### src/rtl/shift_unit_seq.sv
// Multi-cycle shift/rotate unit: one bit position per clock, start/busy/done handshake.
// Logical/arithmetic shifts saturate at reg_width; car_out collects the bits shifted out.
module shift_unit_seq #(
  parameter int reg_width = 8,
  parameter int op_width  = 3
) (
  input  logic                 clk,
  input  logic                 reset,
  input  logic                 start,
  input  logic [op_width-1:0]  op,
  input  logic [reg_width-1:0] ra_in,
  input  logic [reg_width-1:0] rb_in,
  output logic                 busy,
  output logic                 done,
  output logic [reg_width-1:0] res_out,
  output logic [reg_width-1:0] car_out,
  output logic                 zero
);

  localparam int CW = $clog2(reg_width) + 1;
  localparam logic [reg_width-1:0] W_R = reg_width'(reg_width);
  localparam logic [CW-1:0]        W_C = CW'(reg_width);
  localparam logic [CW-1:0]        ONE = CW'(1);

  localparam logic [op_width-1:0] OP_SLL = op_width'(0);
  localparam logic [op_width-1:0] OP_SRL = op_width'(1);
  localparam logic [op_width-1:0] OP_SRA = op_width'(2);
  localparam logic [op_width-1:0] OP_ROL = op_width'(3);
  localparam logic [op_width-1:0] OP_ROR = op_width'(4);

  typedef enum logic [1:0] {IDLE, SHIFT, DONE} state_t;

  state_t               state;
  logic [reg_width-1:0] acc, car, acc_step, car_step, rb_mod;
  logic [CW-1:0]        cnt, n_start;
  logic [op_width-1:0]  op_q;

  // Step count for the incoming request; oversized linear shifts clamp to reg_width.
  always_comb begin
    n_start = '0;
    rb_mod  = rb_in % W_R;
    case (op)
      OP_SLL, OP_SRL, OP_SRA: n_start = (rb_in >= W_R) ? W_C : CW'(rb_in);
      OP_ROL, OP_ROR:         n_start = CW'(rb_mod);
      default:                n_start = '0;
    endcase
  end

  always_comb begin
    acc_step = acc;
    car_step = car;
    case (op_q)
      OP_SLL: begin
        car_step = {car[reg_width-2:0], acc[reg_width-1]};
        acc_step = {acc[reg_width-2:0], 1'b0};
      end
      OP_SRL: begin
        car_step = {acc[0], car[reg_width-1:1]};
        acc_step = {1'b0, acc[reg_width-1:1]};
      end
      OP_SRA: begin
        car_step = {acc[0], car[reg_width-1:1]};
        acc_step = {acc[reg_width-1], acc[reg_width-1:1]};
      end
      OP_ROL:  acc_step = {acc[reg_width-2:0], acc[reg_width-1]};
      OP_ROR:  acc_step = {acc[0], acc[reg_width-1:1]};
      default: begin
        acc_step = acc;
        car_step = car;
      end
    endcase
  end

  always_ff @(posedge clk or posedge reset) begin
    if (reset) begin
      state <= IDLE;
      acc   <= '0;
      car   <= '0;
      cnt   <= '0;
      op_q  <= '0;
      busy  <= 1'b0;
      done  <= 1'b0;
      zero  <= 1'b0;
    end else begin
      case (state)
        IDLE, DONE: begin
          if (start) begin
            acc  <= ra_in;
            car  <= '0;
            op_q <= op;
            cnt  <= n_start;
            if (n_start != '0) begin
              state <= SHIFT;
              busy  <= 1'b1;
              done  <= 1'b0;
            end else begin
              state <= DONE;
              busy  <= 1'b0;
              done  <= 1'b1;
              zero  <= (ra_in == '0);
            end
          end else begin
            state <= IDLE;
            busy  <= 1'b0;
            done  <= 1'b0;
          end
        end
        SHIFT: begin
          acc <= acc_step;
          car <= car_step;
          cnt <= cnt - ONE;
          if (cnt == ONE) begin
            state <= DONE;
            busy  <= 1'b0;
            done  <= 1'b1;
            zero  <= (acc_step == '0);
          end
        end
        default: begin
          state <= IDLE;
          busy  <= 1'b0;
          done  <= 1'b0;
        end
      endcase
    end
  end

  assign res_out = acc;
  assign car_out = car;

endmodule

### config.mk
export PLATFORM = sky130hd
export DESIGN_NAME = shift_unit_seq
export DESIGN_NICKNAME = d
export VERILOG_FILES = /design/src/rtl/shift_unit_seq.sv
export SDC_FILE = /design/constraint.sdc
export NUM_CORES = 1
export LEC_CHECK = 0
export BUFFER_PORTS_ARGS = -buffer_cell sky130_fd_sc_hd__buf_2
export CORE_UTILIZATION = 52
export DETAILED_ROUTE_END_ITERATION = 6
export PLACE_DENSITY = 0.85
export SLEW_MARGIN = 20
export SYNTH_ARGS = -nofsm -noshare
export SYNTH_HDL_FRONTEND = slang
export SYNTH_SLANG_ARGS = --single-unit
export TNS_END_PERCENT = 1
### constraint.sdc
create_clock -name clk -period 2.4 [get_ports clk]
set_input_delay 0.48 -clock clk [delete_from_list [all_inputs] [get_ports clk]]
set_output_delay 0.48 -clock clk [all_outputs]
set_load 0.02 [all_outputs]
==> Word level (Yosys, flattened, before mapping) <==
Index checks and enable logic that the tools add are counted.
{ "word_totals": {"input_bits": 22, "elab_cells": 66, "latchBits": 0, "out_inout_bits": 19, "rom_bits": 0, "register_bits": 28, "ram_bits": 0, "n_memories": 0} }
{ "classes": {"shift": 0, "n_addsub": 1, "div_mod_pow": 0, "bitwise": 0, "order_cmp": 1, "n_mux": 26, "eq_ne": 15, "reduce_logical": 15, "multipliers": 0} }
{ "op_table": {"columns": ["operator", "count"], "rows": [
  ["case mux 8 bit (2 select lines)", 3],
  ["case mux 8 bit (5 select lines)", 1],
  ["logical NOT 8 bit", 2],
  ["two-way mux 8 bit", 2],
  ["case mux 4 bit (2 select lines)", 2],
  ["equality test 3 x 2 -> 1 bit (second input constant)", 4],
  ["two-way mux 1 bit", 9],
  ["greater-or-equal comparator 8 x 4 -> 1 bit (second input constant)", 1],
  ["two-way mux 4 bit", 2],
  ["equality test 3 x 1 -> 1 bit (second input constant)", 2],
  ["equality test 3 bit (second input constant)", 2],
  ["logical NOT 3 bit", 2],
  ["two-way mux 2 bit", 3],
  ["!= test 2 bit (second input constant)", 3],
  ["case mux 1 bit (2 select lines)", 3],
  ["OR reduction 2 bit", 3],
  ["equality test 4 x 1 -> 1 bit (second input constant)", 1],
  ["case mux 2 bit (2 select lines)", 1],
  ["AND reduction 2 bit", 2],
  ["AND reduction 4 bit", 1],
  ["nonzero test 4 bit", 1],
  ["subtractor 4 x 1 -> 4 bit (second input constant)", 1],
  ["!= test 3 x 2 -> 1 bit (second input constant)", 1],
  ["AND reduction 3 bit", 1],
  ["5 further kinds", 5]
]} }

==> Logic depth before layout (Yosys ltp) <==
Gate-level depths: netlist (run 1).
{ "logic_depth": {"word_depth": 7, "depth_mapped": 8, "ltp_nobuf": 6} }

==> Worst setup path after synthesis (run 1) <==
Ideal clock, no wire load.
{ "synth_path": {"path_kind": "register -> register", "startpoint": "register op_q[1]", "endpoint": "register zero", "period_less_slack_ps": 1724, "required_time_ps": 2318, "t_arrival_ps": 1642, "n_path_buf": 1, "stages_incl_launch_ff": 8, "setup_ps": 82, "path_slack_ps": 676, "cell_sequence": "dfrtp_1 > buf_6 > nor2_2 > mux2i_1 > mux2i_1 > nor4_1 > nand4_1 > a31oi_1"} }
{ "synth_between": {"elab_chain_len": 5, "elab_cells_between_ends": 9, "cone_classes": "eq/ne: 4; mux: 3; reduce/logical: 2"} }
{ "synth_rtl": {"columns": ["item", "line_no", "source"], "rows": [
  ["start: declaration", "36", "logic [op_width-1:0] op_q;"],
  ["start signal: assignment", "90", "op_q <= op;"],
  ["equality test 3 bit (tied with other cells)", "52", "case (op_q)"],
  ["case mux 8 bit (5 select lines) *", "52", null],
  ["logical NOT 8 bit *", "116", "zero <= (acc_step == '0);"],
  ["two-way mux 1 bit *", "112", "if (cnt == ONE) begin"],
  ["case mux 1 bit (2 select lines) *", "85", "case (state)"],
  ["end signal: assignment", "100", "zero <= (ra_in == '0);"],
  ["end signal: assignment", "116", null],
  ["end: declaration", "17", "output logic zero"]
]} }
Every way passes the cells marked *; elsewhere a longest branch is shown, timed or not. The select of a mux whose other input is x is not followed.
A chain may end at the register's enable or synchronous reset.

==> Worst setup path in the final report (run 1) <==
Same ends and word-level chain as after synthesis.

==> out/metrics.yaml, run 1 <==
grt.total_usage_pct: 25.3
ctsHoldBuffers: 0
clkPwrFrac_pct: 10.5
portBuffers: 40
synth_common_cells: "nand2_1, dfrtp_1, mux2i_1"
multi_input_area_sq_um: 876
seqCellArea_sq_um: 651
synth_top_area_share_pct: 40.2
finalCritPeriodShare_pct: 90.9
setup_tns_ps: 0
dr.pass1.iters: 7
antenna_found_initial: 0
synth_fp_nets: 205
viasPerCell: 6.04
period_minus_slack_ps: 2180
seq_area_frac_synth_pct: 40.2
grtUsageMet2_pct: 42.0
cts_tree: "yes"
power_frac_seq_pct: 32.6
drt_iter0_drc: 87
drive_gt1_share_pct: 25.6
globalRouteOverflowTotal: 0
async_flop_share_pct: 100
p_leak_nw: 0.935
grt_use_met3_pct: 2.23
skew_ps: 5.39
top_usage_layer: "met2"
cts_buffers: 3
power_density_nw_per_um2: 1550
power.internal_w: 0.00152
clkLatencyLatePin_ps: 330
routed_wl_um: 3830
synth_cell_type_count: 38
maxClockFrequency_ghz: 0.458
synth_top_flop_cell: "dfrtp_1"
grt_pass1_vias: 1486
grt_use_met1_pct: 35.4
cp.arrival_ps: 2440
start_util_pct: 56.7
grt_max_degree: 27
yosys_warnings: 0
via_count: 1511
htreeDepth: 1
die_x_um: 57.8
synth_edf_count: 0
netlist_instances: 181
core_sq_um: 2850
hold_class: "primary input to async pin"
grt_pass1_wl_um: 6640
critPathCaptureType: "flip-flop"
rows: 19
cts_root_buf: "clkbuf_4"
cp-startpoint: "op_q[1]"
peakVddDrop_v: 0.000840
numClockSinks: 26
area_growth_pct: 17.3
synth.avg_cell_area_sq_um: 8.93
ys_ff_latch: 26
cts_buffer_depth: 2
slew_viol_final: 0
power.net_switching_w: 0.00142
nets: 244
post-cts-setup-buffers: 0
drv_cap: 0
final_area_sq_um: 1900
switching_share_pct: 48.4
diodes: 0
yosysMostFrequentCell: "nand2_1"
dp_hpwl_um: 2780
clkTransAtPathRegs_ps: 150
fill_cells: 236
dieArea_sq_um: 3340
syn_area_sq_um: 1620
crit_required_ps: 2660
ios: 41
worst_pin_slew_ps: 617
drc: 3
status: "finished, violations left"
pwr-share-comb_pct: 56.9
placed_area_sq_um: 1840
cp_max_fo: 16
violations: "design-rule violations"
ant_nets: 0
setup_viol: 0
netlist_top_cells_area: "dfrtp_1, mux2i_1, a22o_1"
wl_per_cell_um: 15.3
relSlewSlack_pct: 58.8
startpoint_type: "flip-flop"
crit_type: "flip-flop to flip-flop"
grt_setup_unrepaired: "false"
gp_congestion: 0.849
final-hold-violation-count: 0
die_y_um: 57.8
rr_startpoint: "op_q[1]"
synth_top_area_cell: "dfrtp_1"
[cell usage in the layout, fill, tap and decap left out, types with 3 or more instances in the layout]
cell type	synthesis	layout
buf_2	1	40
nand2_1	27	27
dfrtp_1	26	26
mux2i_1	17	17
a22o_1	13	13
nor2_1	12	12
o21ai_0	11	11
a21oi_1	11	11
inv_1	7	7
buf_4	1	7
nor2b_1	5	5
a31oi_1	5	5
nor4_1	3	3
clkbuf_4	0	3
[power groups by stage]
stage	registers, W	logic, W	clock network [W]
floorplan	0.000989	0.00119	0
global placement	0.000945	0.00160	0
detailed placement	0.000957	0.00164	0
CTS	0.000946	0.00166	0.000311
global route	0.000993	0.00184	0.000326
finish	0.000960	0.00168	0.000308
[repair_timing]
item                                   CTS  global route
endpoints found under the hold margin    0             0
resized for setup                        0             1
setup endpoints to repair                0             1
[metal layers]
metal / wire [um] / part of all wire, %
met5: 0 / 0
met4: 77 / 2.0
met3: 203 / 5.3
met2: 1800 / 47
met1: 1750 / 46
[worst max-delay path, cell delays in order (launching register included)]
cell and delay [ps]:
dfrtp_1 710, xor2_2 320, buf_4 240, mux2i_1 190, mux2i_1 100, nor4_1 220, nand4_1 140, a31oi_1 200
[final cells by class]
type,count,share of cell area [%]
clock buffer,3,1.19
clock inverter,1,1.58
inverter,7,1.39
multi-input combinational,135,46.2
sequential,26,34.3
tap,31,2.04
timing repair buffer,47,13.3
[final timing paths]
check                                  end  slack, ps  cells past startpoint
worst max-delay path                  zero        220                      7
worst min-delay path            car_out[3]        170                      3
worst max register to register        zero        220                      7
worst min register to register      cnt[2]        550                      1
max in group asynchronous           cnt[1]       1980                      3
min in group clk                   op_q[2]        360                      3
[state kept, by name (all words and copies together), names as in the netlist]
signal,flops
op_q,3
res_out,8
car_out,8
zero,1
cnt,4
state,2
[per-stage QoR]
| step | cells | power (W) | hold slack (ps) | setup WS [ps] | util [%] |
|---|---|---|---|---|---|
| after CTS | 250 | 0.00291 | 183 | 206 | 66.3 |
| final | 250 | 0.00294 | 167 | 219 | 66.5 |
| after global placement | 246 | 0.00254 | 516 | 391 | 64.5 |
| after detailed placement | 246 | 0.00260 | 523 | 281 | 64.5 |
| after global routing | 250 | 0.00316 | 215 | 8.98 | 66.5 |
| after floorplan | 181 | 0.00218 | 485 | 676 | - |
[cell families after synthesis]
logic type                 share of synthesized area [%]
xor gates and xnor gates                            1.01
AOI/OAI and AO/OA                                   22.5
and+or+nand+nor                                     17.6
buffers and inverters                               5.88
muxes                                               11.2
DFF                                                 40.2
adders and majority gates                           1.55
(Power assumes the default switching activity.)
==> inputs of run 2 (changes only) <==
CTS_BUF_LIST = sky130_fd_sc_hd__clkbuf_16   (was not set)
==> run 2 against run 1 <==
  * The flow still finishes with violations (design-rule violations)
  * Die area stayed put
  * First-iteration DRC count fell by 9.2%
  * Maximum frequency grew 0.33%
  * Clock power up 59%
  * Cell area up 2.8%
  * Utilization up 1.8 points
  * Combinational power is essentially flat
  * Clock skew down 1.6 ps
  * Worst hold slack improved by 90 ps
  * Critical path depth unchanged
  * Via count is 0.46% higher
==> out/metrics.yaml, run 2 (synthesis results as in run 1) <==
cts_root_buf: "clkbuf_16"
period_minus_slack_ps: 2170  # -7.18 ps
finalCritPeriodShare_pct: 90.6  # -0.30 points
ios: 41  # unchanged
pwr-share-comb_pct: 53.8  # -3.1 points
rows: 19  # unchanged
drt_iter0_drc: 79  # -9.2%
dieArea_sq_um: 3340  # unchanged
p_leak_nw: 0.959  # +2.5%
grt_setup_unrepaired: "false"
setup_viol: 0  # unchanged
grt_pass1_vias: 1506  # +1.3%
status: "finished, violations left"
final_common_cell: "buf_2"
clkPwrFrac_pct: 15.6  # +5.1 points
antenna_found_initial: 0  # unchanged
fill_cells: 223  # -5.5%
ctsHoldBuffers: 0  # unchanged
cts_tree: "yes"
cts_buffers: 3  # unchanged
routed_wl_um: 3920  # +2.3%
crit_required_ps: 2580  # -80 ps
final-hold-violation-count: 0  # unchanged
globalRouteOverflowTotal: 0  # unchanged
start_util_pct: 56.7  # unchanged
power_density_nw_per_um2: 1610  # +3.8%
cts_buffer_depth: 2  # unchanged
gp_congestion: 0.849  # unchanged
ctsResizeCount: 0  # unchanged
grt.total_usage_pct: 26.6  # +1.3 points
layout_common_cells: "buf_2, nand2_1, dfrtp_1, mux2i_1, a22o_1"
dp_hpwl_um: 2780  # unchanged
slew_viol_final: 0  # unchanged
critPathCaptureType: "flip-flop"
skew_ps: 3.77  # -1.61 ps
maxClockFrequency_ghz: 0.460  # +0.33%
switching_share_pct: 46.3  # -2.0 points
power.net_switching_w: 0.00145  # +2.2%
hold_class: "primary input to async pin"
crit_type: "flip-flop to flip-flop"
clkTransAtPathRegs_ps: 70  # -80 ps
finalPower_w: 0.00314  # +6.7%
via_count: 1518  # +0.46%
die_x_um: 57.8  # unchanged
power.internal_w: 0.00169  # +11%
dp_cells: 246  # unchanged
htreeDepth: 1  # unchanged
setup_tns_ps: 0  # unchanged
wl_per_cell_um: 15.7  # +2.3%
power_frac_seq_pct: 30.6  # -2.0 points
grt_max_degree: 27  # unchanged
relSlewSlack_pct: 59.7  # +0.92 points
peakVddDrop_v: 0.000846  # +0.69%
portBuffers: 40  # unchanged
numClockSinks: 26  # unchanged
core_sq_um: 2850  # unchanged
grt_pass1_wl_um: 6890  # +3.9%
nets: 244  # unchanged
violations: "design-rule violations"
dr.pass1.iters: 6  # -1
worst_pin_slew_ps: 603  # -13.7 ps
area_growth_pct: 20.6
diodes: 0  # unchanged
clkLatencyLatePin_ps: 260  # -70 ps
drive_gt1_share_pct: 25.6  # unchanged
fin_cells: 250  # unchanged
post-cts-setup-buffers: 0  # unchanged
startpoint_type: "flip-flop"
drv_cap: 0  # unchanged
ant_nets: 0  # unchanged
viasPerCell: 6.07  # +0.46%
cp_max_fo: 16  # unchanged
drc: 3  # unchanged
cp.arrival_ps: 2360  # -80 ps
die_y_um: 57.8  # unchanged
[run 2: cell type report]
cell class	instances	area, sq um	area share [%]
multi-input combinational	135	876	44.9
sequential	26	651	33.4
timing repair buffer	47	253	13.0
clock buffer	3	75.1	3.85
tap	31	38.8	1.99
clock inverter	1	30.0	1.54
inverter	7	26.3	1.35
[run 2: per-layer routing]
metal  global-route usage, %  vias up  routed length, um
li1                        -      734                  -
met1                    36.7      723               1790
met2                    44.5       56               1870
met3                    2.68        5                199
met4                    8.50        0                 55
met5                       0        -                  0
[run 2: power groups by stage]
stage	sequential (W)	combinational (W)	clock, W
4_1_cts	0.000948	0.00167	0.000495
3_3_place_gp	0.000945	0.00160	0
2_1_floorplan	0.000989	0.00119	0
5_1_grt	0.000996	0.00186	0.000510
3_5_place_dp	0.000957	0.00164	0
6_report	0.000961	0.00169	0.000489
[run 2: critical path, cell delays in order, from the launching register on]
cell and delay, ps:
dfrtp_1 680, xor2_2 320, buf_4 240, mux2i_1 190, mux2i_1 100, nor4_1 220, nand4_1 140, a31oi_1 200
[run 2: final timing paths]
path	from	end	slack [ps]	cells past startpoint
min in group clk	op[2]	op_q[2]	440	3
worst max-delay path	op_q[1]	zero	230	7
worst min-delay path	reset	car_out[3]	260	3
worst min register to register	cnt[2]	cnt[2]	530	1
worst max register to register	op_q[1]	zero	230	7
max in group asynchronous	reset	cnt[1]	1890	3
[run 2: metrics by stage]
stage	instance area (sq um)	hold slack [ps]	util (%)	worst slack (ps)
after detailed placement	1840	523	64.5	281
after global placement	1840	516	64.5	391
final	1950	257	68.3	226
after CTS	1940	272	68.2	226
after floorplan	1620	485	-	676
after global routing	1950	315	68.3	27.3
==> inputs of run 3 (changes only) <==
REMOVE_ABC_BUFFERS = 1   (was not set)
==> run 3 against run 2 <==
  * Die area stayed put
  * Power is 4.9% lower
  * Utilization is 1.2 points lower
  * Sequential share of layout area is 0.61 points higher
  * The flow still finishes with violations (design-rule violations)
  * Count of clock-buffer cells in the layout stayed put
  * First-iteration DRC count is 6.3% lower
  * Via count is 0.20% lower
  * Non-clock buffer count stayed put
  * Combinational power hardly changed
  * Flip-flop and latch count stayed put
==> out/metrics.yaml, run 3 (synthesis results as in run 1) <==
relSlewSlack_pct: 57.2  # -2.4 points
cts_buffer_depth: 2  # unchanged
drv_cap: 0  # unchanged
via_count: 1515  # -0.20%
cts_root_buf: "clkbuf_16"
grt_pass1_wl_um: 6420  # -6.8%
die_x_um: 57.8  # unchanged
grt_pass1_vias: 1439  # -4.4%
cts_tree: "yes"
skew_ps: 4.24  # +0.471 ps
crit_type: "flip-flop to flip-flop"
cp.arrival_ps: 2220  # -140 ps
slew_viol_final: 0  # unchanged
maxClockFrequency_ghz: 0.487  # +5.9%
nets: 244  # unchanged
diodes: 0  # unchanged
multi_input_area_sq_um: 871  # -0.57%
seqCellArea_sq_um: 651  # unchanged
fill_cells: 226  # +1.3%
antenna_found_initial: 0  # unchanged
setup_viol: 0  # unchanged
clkTransAtPathRegs_ps: 60  # about the same
ios: 41  # unchanged
critPathCaptureType: "flip-flop"
portBuffers: 40  # unchanged
core_sq_um: 2850  # unchanged
post-cts-setup-buffers: 0  # unchanged
drive_gt1_share_pct: 25.2  # -0.34 points
ctsHoldBuffers: 0  # unchanged
viasPerCell: 6.08  # +0.20%
layout_common_cells: "buf_2, nand2_1, dfrtp_1, mux2i_1, a22o_1"
power_density_nw_per_um2: 1560  # -3.1%
violations: "design-rule violations"
startpoint_type: "flip-flop"
die_y_um: 57.8  # unchanged
grt.total_usage_pct: 24.6  # -2.0 points
dieArea_sq_um: 3340  # unchanged
dr.pass1.iters: 7  # +1
grt_setup_unrepaired: "false"
period_minus_slack_ps: 2050  # -121 ps
start_util_pct: 56.7  # unchanged
worst_pin_slew_ps: 640  # +36.5 ps
status: "finished, violations left"
grt_max_degree: 27  # unchanged
gp_congestion: 0.851  # +0.24%
rows: 19  # unchanged
ctsResizeCount: 0  # unchanged
dp_hpwl_um: 2780  # -0.14%
clkLatencyLatePin_ps: 250  # about the same
wl_per_cell_um: 15.9  # +1.2%
htreeDepth: 1  # unchanged
finalCritPeriodShare_pct: 85.5  # -5.0 points
area_growth_pct: 18.4
crit_required_ps: 2570  # about the same
cts_buffers: 3  # unchanged
cp_max_fo: 10  # -6
drc: 4  # +1
finalPower_w: 0.00299  # -4.9%
drt_iter0_drc: 74  # -6.3%
setup_tns_ps: 0  # unchanged
globalRouteOverflowTotal: 0  # unchanged
p_leak_nw: 0.943  # -1.6%
final_common_cell: "buf_2"
ant_nets: 0  # unchanged
peakVddDrop_v: 0.000920  # +8.7%
routed_wl_um: 3950  # +0.76%
hold_class: "primary input to async pin"
final-hold-violation-count: 0  # unchanged
numClockSinks: 26  # unchanged
## run 3: final cells by class
class                      instances  share of cell area, %
clock buffer                       3                   3.92
multi-input combinational        135                   45.5
sequential                        26                   34.0
inverter                           7                   1.37
tap                               31                   2.03
timing repair buffer              47                   13.2
## run 3: final timing paths
kind                            startpoint  cells past startpoint  slack [ps]    endpoint
worst max register to register     op_q[0]                      6         350        zero
min in group clk                     op[2]                      3         450     op_q[2]
max in group asynchronous            reset                      3        1870     op_q[1]
worst min-delay path                 reset                      3         270  car_out[5]
worst min register to register      cnt[2]                      1         540      cnt[2]
worst max-delay path               op_q[0]                      6         350        zero
## run 3: where the power goes
group	total [W]	internal (W)	switching, W
clock network	0.000361	0.000220	0.000141
logic	0.00170	0.000711	0.000987
registers	0.000928	0.000645	0.000283
total	0.00299	0.00158	0.00141
## run 3: worst max-delay path, cell delays in order (launching register included)
cell and delay, ps:
dfrtp_1 450, nor2_2 430, mux2i_1 240, mux2i_1 110, nor4_1 360, nand4_1 160, a31oi_1 220
## run 3: routing by layer
layer | vias to the layer above | global-route usage [%] | routed length [um]
met1 | 709 | 31.9 | 1770
met4 | 0 | 7.48 | 69
met3 | 8 | 4.91 | 195
li1 | 740 | - | -
met5 | - | 0 | 0
met2 | 58 | 41.7 | 1920
## run 3: metrics by stage
step | cell area [sq um] | util, % | hold slack [ps] | setup slack, ps | instances
2_1_floorplan | 1550 | - | 485 | 384 | 168
3_3_place_gp | 1840 | 64.5 | 518 | 562 | 246
3_5_place_dp | 1840 | 64.5 | 521 | 481 | 246
4_1_cts | 1910 | 67.1 | 287 | 352 | 249
5_1_grt | 1910 | 67.1 | 317 | 231 | 249
6_report | 1910 | 67.1 | 273 | 347 | 249
